## src/rtl/spi_master_arbiter.sv

```systemverilog
// spi_master_arbiter: two-port command arbiter and SPI frame master.
// Each granted command becomes one 17-bit frame: R/W bit, 8-bit address and 8-bit data.
// Two trailing zero bits follow, so each frame holds one slave select low for 19 cycles.
// Optional feature: define SPI_ARB_ROUND_ROBIN_EN for round-robin arbitration.
// Without it, arbitration is fixed priority and requester 0 wins a tie.
module spi_master_arbiter #(
    parameter int NUM_SLAVES = 2,
    parameter int SEL_W      = 1
) (
    input  logic                  clk_i,
    input  logic                  rst_n_i,
    input  logic [1:0]            req_i,
    input  logic [1:0]            we_i,
    input  logic [15:0]           addr_i,
    input  logic [15:0]           wdata_i,
    input  logic [2*SEL_W-1:0]    sel_i,
    output logic [1:0]            gnt_o,
    output logic [1:0]            done_o,
    output logic [7:0]            rdata_o,
    output logic [NUM_SLAVES-1:0] ss_n_o,
    output logic                  mosi_o,
    input  logic                  miso_i
);

    typedef enum logic [1:0] {
        S_IDLE  = 2'd0,
        S_GRANT = 2'd1,
        S_SHIFT = 2'd2,
        S_DONE  = 2'd3
    } state_t;

    localparam logic [NUM_SLAVES-1:0] SS_IDLE  = {NUM_SLAVES{1'b1}};
    localparam logic [4:0]            CNT_LAST = 5'd18;
    localparam logic [4:0]            RX_FIRST = 5'd9;
    localparam logic [4:0]            RX_LAST  = 5'd16;

    // One-cold select pattern for a slave index; out-of-range indices give all ones.
    function automatic logic [NUM_SLAVES-1:0] decode_ss(input logic [SEL_W-1:0] s);
        logic [NUM_SLAVES-1:0] v;
        for (int i = 0; i < NUM_SLAVES; i++) begin
            v[i] = (s == SEL_W'(i)) ? 1'b0 : 1'b1;
        end
        return v;
    endfunction

    state_t                state_q;
    logic [4:0]            cnt_q;
    logic                  win_q;
    logic                  we_q;
    logic [16:0]           tx_q;
    logic [7:0]            rx_q;
    logic [NUM_SLAVES-1:0] ss_sel_q;
    logic [1:0]            gnt_q;
    logic [1:0]            done_q;
    logic [7:0]            rdata_q;
    logic [NUM_SLAVES-1:0] ss_n_q;
    logic                  mosi_q;
`ifdef SPI_ARB_ROUND_ROBIN_EN
    logic                  ptr_q;
`endif

    logic                  win_d;
    logic                  we_win_d;
    logic [7:0]            addr_win_d;
    logic [7:0]            wdata_win_d;
    logic [SEL_W-1:0]      sel_win_d;

    // Pick the winning requester and steer its command fields toward the shadow registers.
    always_comb begin
        win_d       = 1'b0;
        we_win_d    = 1'b0;
        addr_win_d  = 8'h00;
        wdata_win_d = 8'h00;
        sel_win_d   = {SEL_W{1'b0}};
`ifdef SPI_ARB_ROUND_ROBIN_EN
        if (req_i == 2'b11) begin
            win_d = ptr_q;
        end else if (req_i[0]) begin
            win_d = 1'b0;
        end else begin
            win_d = 1'b1;
        end
`else
        if (req_i[0]) begin
            win_d = 1'b0;
        end else begin
            win_d = 1'b1;
        end
`endif
        if (win_d) begin
            we_win_d    = we_i[1];
            addr_win_d  = addr_i[15:8];
            wdata_win_d = wdata_i[15:8];
            sel_win_d   = sel_i[2*SEL_W-1:SEL_W];
        end else begin
            we_win_d    = we_i[0];
            addr_win_d  = addr_i[7:0];
            wdata_win_d = wdata_i[7:0];
            sel_win_d   = sel_i[SEL_W-1:0];
        end
    end

    // Frame sequencer: grants, serialises the frame, captures read data and drives every output.
    always_ff @(posedge clk_i) begin
        if (!rst_n_i) begin
            state_q  <= S_IDLE;
            cnt_q    <= 5'd0;
            win_q    <= 1'b0;
            we_q     <= 1'b0;
            tx_q     <= 17'd0;
            rx_q     <= 8'h00;
            ss_sel_q <= SS_IDLE;
            gnt_q    <= 2'b00;
            done_q   <= 2'b00;
            rdata_q  <= 8'h00;
            ss_n_q   <= SS_IDLE;
            mosi_q   <= 1'b0;
`ifdef SPI_ARB_ROUND_ROBIN_EN
            ptr_q    <= 1'b0;
`endif
        end else begin
            case (state_q)
                S_IDLE: begin
                    ss_n_q <= SS_IDLE;
                    mosi_q <= 1'b0;
                    done_q <= 2'b00;
                    if (req_i != 2'b00) begin
                        // The grant pulse is registered, so the winner's command is
                        // captured here and is held in the shadows for the whole GRANT cycle.
                        state_q  <= S_GRANT;
                        gnt_q    <= win_d ? 2'b10 : 2'b01;
                        win_q    <= win_d;
                        we_q     <= we_win_d;
                        tx_q     <= {we_win_d, addr_win_d, (we_win_d ? wdata_win_d : 8'h00)};
                        ss_sel_q <= decode_ss(sel_win_d);
`ifdef SPI_ARB_ROUND_ROBIN_EN
                        ptr_q    <= ~win_d;
`endif
                    end else begin
                        gnt_q <= 2'b00;
                    end
                end
                S_GRANT: begin
                    gnt_q   <= 2'b00;
                    cnt_q   <= 5'd0;
                    ss_n_q  <= ss_sel_q;
                    mosi_q  <= tx_q[16];
                    tx_q    <= {tx_q[15:0], 1'b0};
                    state_q <= S_SHIFT;
                end
                S_SHIFT: begin
                    // Once all 17 frame bits have been shifted out, only zeros reach mosi.
                    mosi_q <= tx_q[16];
                    tx_q   <= {tx_q[15:0], 1'b0};
                    // The slave drives read bit k while cnt is 9+k. That bit is sampled
                    // at the edge that advances cnt to 10+k.
                    if ((cnt_q >= RX_FIRST) && (cnt_q <= RX_LAST)) begin
                        rx_q <= {rx_q[6:0], miso_i};
                    end else begin
                        rx_q <= rx_q;
                    end
                    if (cnt_q == CNT_LAST) begin
                        state_q <= S_DONE;
                        ss_n_q  <= SS_IDLE;
                        mosi_q  <= 1'b0;
                        done_q  <= win_q ? 2'b10 : 2'b01;
                        if (!we_q) begin
                            // With no slave selected, nothing drives miso, so a fixed all-ones value is returned.
                            rdata_q <= (ss_sel_q != SS_IDLE) ? rx_q : 8'hFF;
                        end else begin
                            rdata_q <= rdata_q;
                        end
                    end else begin
                        cnt_q <= cnt_q + 5'd1;
                    end
                end
                S_DONE: begin
                    done_q  <= 2'b00;
                    ss_n_q  <= SS_IDLE;
                    mosi_q  <= 1'b0;
                    state_q <= S_IDLE;
                end
                default: begin
                    gnt_q   <= 2'b00;
                    done_q  <= 2'b00;
                    ss_n_q  <= SS_IDLE;
                    mosi_q  <= 1'b0;
                    state_q <= S_IDLE;
                end
            endcase
        end
    end

    assign gnt_o   = gnt_q;
    assign done_o  = done_q;
    assign rdata_o = rdata_q;
    assign ss_n_o  = ss_n_q;
    assign mosi_o  = mosi_q;

endmodule
```

## config.mk

```make
export PLATFORM = sky130hd
export DESIGN_NAME = spi_master_arbiter
export DESIGN_NICKNAME = d
export VERILOG_FILES = /design/src/rtl/spi_master_arbiter.sv
export SDC_FILE = /design/constraint.sdc
export NUM_CORES = 1
export LEC_CHECK = 0
export CAP_MARGIN = 5
export CELL_PAD_IN_SITES_DETAIL_PLACEMENT = 1
export CELL_PAD_IN_SITES_GLOBAL_PLACEMENT = 2
export CORE_MARGIN = 2
export CORE_UTILIZATION = 31
export CTS_BUF_LIST = sky130_fd_sc_hd__clkbuf_4 sky130_fd_sc_hd__clkbuf_8 sky130_fd_sc_hd__clkbuf_16
export DETAILED_ROUTE_END_ITERATION = 8
export GPL_TIMING_DRIVEN = 0
export HOLD_SLACK_MARGIN = 0.03
export PLACE_DENSITY_LB_ADDON = 0.12
export SYNTH_ARGS = -nofsm -noshare
export SYNTH_HDL_FRONTEND = slang
export SYNTH_SLANG_ARGS = --single-unit
export TNS_END_PERCENT = 5
```

## constraint.sdc

```tcl
create_clock -name clk_i -period 3.8 [get_ports clk_i]
set_input_delay 0.76 -clock clk_i [delete_from_list [all_inputs] [get_ports clk_i]]
set_output_delay 0.76 -clock clk_i [all_outputs]
set_load 0.02 [all_outputs]
```

==> results by group <==
Synth
  • Complex-gate fraction of the synthesized area: 0.164
  • Adder-Cell Fraction of Synth Area: 0.0409
  • Mux share of post-synthesis cell area: 0.0450
  • Post-Syn Area: 2450 sq um
  • Number of synthesized flops with an enable pin: 0
  • Syn nets: 350
  • Asr flop ratio synth: 0
  • Largest family of logic cells by synthesized area: simple AND/OR/NAND/NOR gates
  • Register area share after synthesis: 0.417
  • Commonest cells in the netlist: dfxtp_1 (51), a21oi_1 (41), nand2_1 (26), nand3_1 (23), o21ai_0 (23)
  • Top post-synthesis cells by area: dfxtp_1 (42%), a21oi_1 (8.4%), nand3_1 (4.7%), o21ai_0 (4.7%), mux2i_1 (4.5%)
  • Synth warnings: 0
  • Synth cell types: 37
  • Count leader, synth: dfxtp_1
  • Synth top area share: 0.417
  • Most used DFF post-synth: dfxtp_1
  • Synthesized instance count: 301
  • Post-synthesis xor/xnor area fraction: 0
  • Synth Area per Inst: 8.13 sq um
  • Post-synth top area cell: dfxtp_1
  • Simple-gate share of the synthesized area: 0.282
  • Register bit total from synthesis: 51

Detailed routing
  • Post-route DRC: 0
  • Vias per cell: 5.03
  • First-pass DRT Iterations: 4
  • Wirelength per Cell: 14.4 microns
  • Initial DRC count: 55
  • Drt total wl: between 6000 and 7000 microns
  • Vias: ~2,300
  • Final ANT Viol Nets: 0

Clock tree
  • Worst skew pair latency: 0.31 ns
  • CTS tree: built
  • Clk buf depth: 2
  • Hold_buf cts: 0
  • CTS buffer count: 5
  • CTS clk-pin slew, worst paths: 0.11 ns
  • Post-CTS Setup Repair Bufs: 0
  • Clock Sinks: 51
  • H-tree levels: 2
  • Clk root buf: clkbuf_8
  • Resized Gates After CTS: 0

Setup path
  • Critical Path Source Type: input pin
  • Max FO, Critical Path: 10
  • Critical path's slowest cell: clkdlybuf4s50_1
  • Critical-path cell list: clkdlybuf4s50_1 -> nor3b_4 -> or2_4 -> buf_6 -> clkbuf_1 -> nand2_1 -> a21oi_1
  • Launching point of the worst reg2reg path: cnt_q[1]$_SDFFE_PN0P_
  • Setup CP Type: in -> reg
  • Arr. time, crit path: between 2 and 3 ns
  • Worst Path Required: 4.03 ns
  • R2R depth: 7
  • Worst Setup End Kind: flip-flop
  • Worst flop-to-flop path endpoint: rx_q[7]$_SDFFE_PN0P_
  • Reg-to-reg slack, setup: 1.64 ns
  • Max stage delay on crit path: 0.51 ns

Timing
  • RSZ-0062 raised after global routing: no
  • Slew Viols, Final: 0
  • Clock skew: 0.0123 ns
  • Highest clock rate: 0.434 GHz
  • Final setup fails: 0
  • Max-slew headroom: 0.552
  • Worst Tran Pin Value: between 0.6 and 0.7 ns
  • Final Hold Vio Count: 0
  • Setup WS post-layout: ~1.5 ns
  • Final Critical Period: 2.30 ns
  • Total Neg Setup Slack: 0 ns
  • Crit share post-route: 0.606

Power and ir drop
  • Max IR drop VDD: ~0.00022 V
  • Leak: 1.11 nW
  • Pwr dens: 584 nW/um^2

Floorplanning
  • IO Pins: 56
  • Die W: 92.8 microns
  • Num rows: 32
  • Total Die Area: 8620 sq um
  • Starting Density: 0.318
  • Core box area: 7690 sq um
  • Die H: 92.8 microns

Min path
  • Hold_sp: tx_q[16]$_SDFFE_PN0P_
  • Worst hold endpoint: mosi_o$_SDFF_PN0_
  • Hold path cells: 2
  • Worst Hold Class: reg -> reg

Cells and area
  • NumNets Final: just over 400
  • Finished Cell Area: about 3200 sq um
  • Synth-to-Final Area Change: 30.8%
  • Layout Cells excl Fill: 462
  • Ant diodes: 0
  • Share of layout cells above drive strength 1: 0.0417

Placed design
  • DP Worst Slack: 1.16 ns
  • GPL Wtd Cong: 0.731
  • DP Area: 3080 sq um
  • Placed cells: roughly 450
  • Port bufs: 51
  • DPL Wire Length: 4980 microns

Global routing
  • GRT Overall Usage: 0.162
  • Largest net degree at the start of global routing: 18
  • Vias in the first global route: between 2,000 and 2,500
  • Initial antenna violation count: 0
  • Global-route wire length before repair: approximately 11,000 microns
  • Aggregate global routing overflow: 0

Run status
  • Run status: finished, final reports clean

Flow run
  • Max-cap viol count: 0
==> flip-flops by register name, indices dropped and copies added (netlist names) <==
name	cells
rdata_o	8
done_o	2
we_q	1
rx_q	8
ss_n_o	2
state_q	2
mosi_o	1
win_q	1
tx_q	17
cnt_q	5
ss_sel_q	2
gnt_o	2
==> worst max path at each step <==
stage / startpoint / to / slack (ns)
floorplan: req_i[0] / tx_q[6]$_SDFFE_PN0P_ / 1.76
global placement: req_i[1] / tx_q[7]$_SDFFE_PN0P_ / 1.21
detailed placement: req_i[1] / tx_q[7]$_SDFFE_PN0P_ / 1.16
CTS: req_i[1] / tx_q[7]$_SDFFE_PN0P_ / 1.48
global route: req_i[1] / tx_q[0]$_SDFFE_PN0P_ / 1.31
finish: req_i[1] / tx_q[7]$_SDFFE_PN0P_ / 1.50
==> critical path: cells and delay by family <==
kind	cells	cell delay, ns
simple gates	3	0.57
buf+inv	3	1.04
compound gates	1	0.15
==> where the power goes <==
part	switching, mW	internal, mW
logic	0.443	0.328
clock network	0.198	0.199
registers	0.0606	0.641
==> stage by stage <==
stage	total power, mW	hold slack (ns)	util
floorplan	1.25	0.425	-
global placement	1.48	0.444	0.401
detailed placement	1.49	0.454	0.401
CTS	1.89	0.462	0.416
global route	2.03	0.470	0.416
finish	1.87	0.454	0.416
==> logic make-up (layout without fill, tap and decap cells) <==
| group | after synthesis | count (layout) |
|---|---|---|
| and+or+nand+nor | 129 | 129 |
| muxes | 11 | 11 |
| buffers and inverters | 28 | 87 |
| adders and majority gates | 8 | 8 |
| AOI/OAI and AO/OA | 74 | 74 |
| DFF | 51 | 51 |
==> routing by layer <==
metal	vias to the layer above	global-route usage	part of all wire	wire length, microns
met1	1107	0.212	0.48	3210
met3	2	0.0285	0.039	258
li1	1170	-	-	-
met5	-	0	0	0
met4	0	0.0392	0.0046	31
met2	47	0.275	0.47	3170
==> cell type report <==
class	count	area (sq um)
fill	932	4490
timing repair buffer	51	510
inverter	5	18.8
clock inverter	3	46.3
clock buffer	5	68.8
multi-input combinational	222	1300
tap	102	128
buffer	23	105
sequential	51	1020
==> layout by cell type (no fill, tap or decap), types with 8 or more instances in the layout <==
cell type,Yosys,final
mux2i_1,11,11
ha_1,8,8
nor2b_1,15,15
a21oi_1,41,41
nand2_1,26,26
dfxtp_1,51,51
o21ai_0,23,23
clkdlybuf4s50_1,0,51
clkbuf_1,15,15
nor2_1,18,18
nor3_1,18,18
nand3_1,23,23
Power figures use the tool's default switching activity.
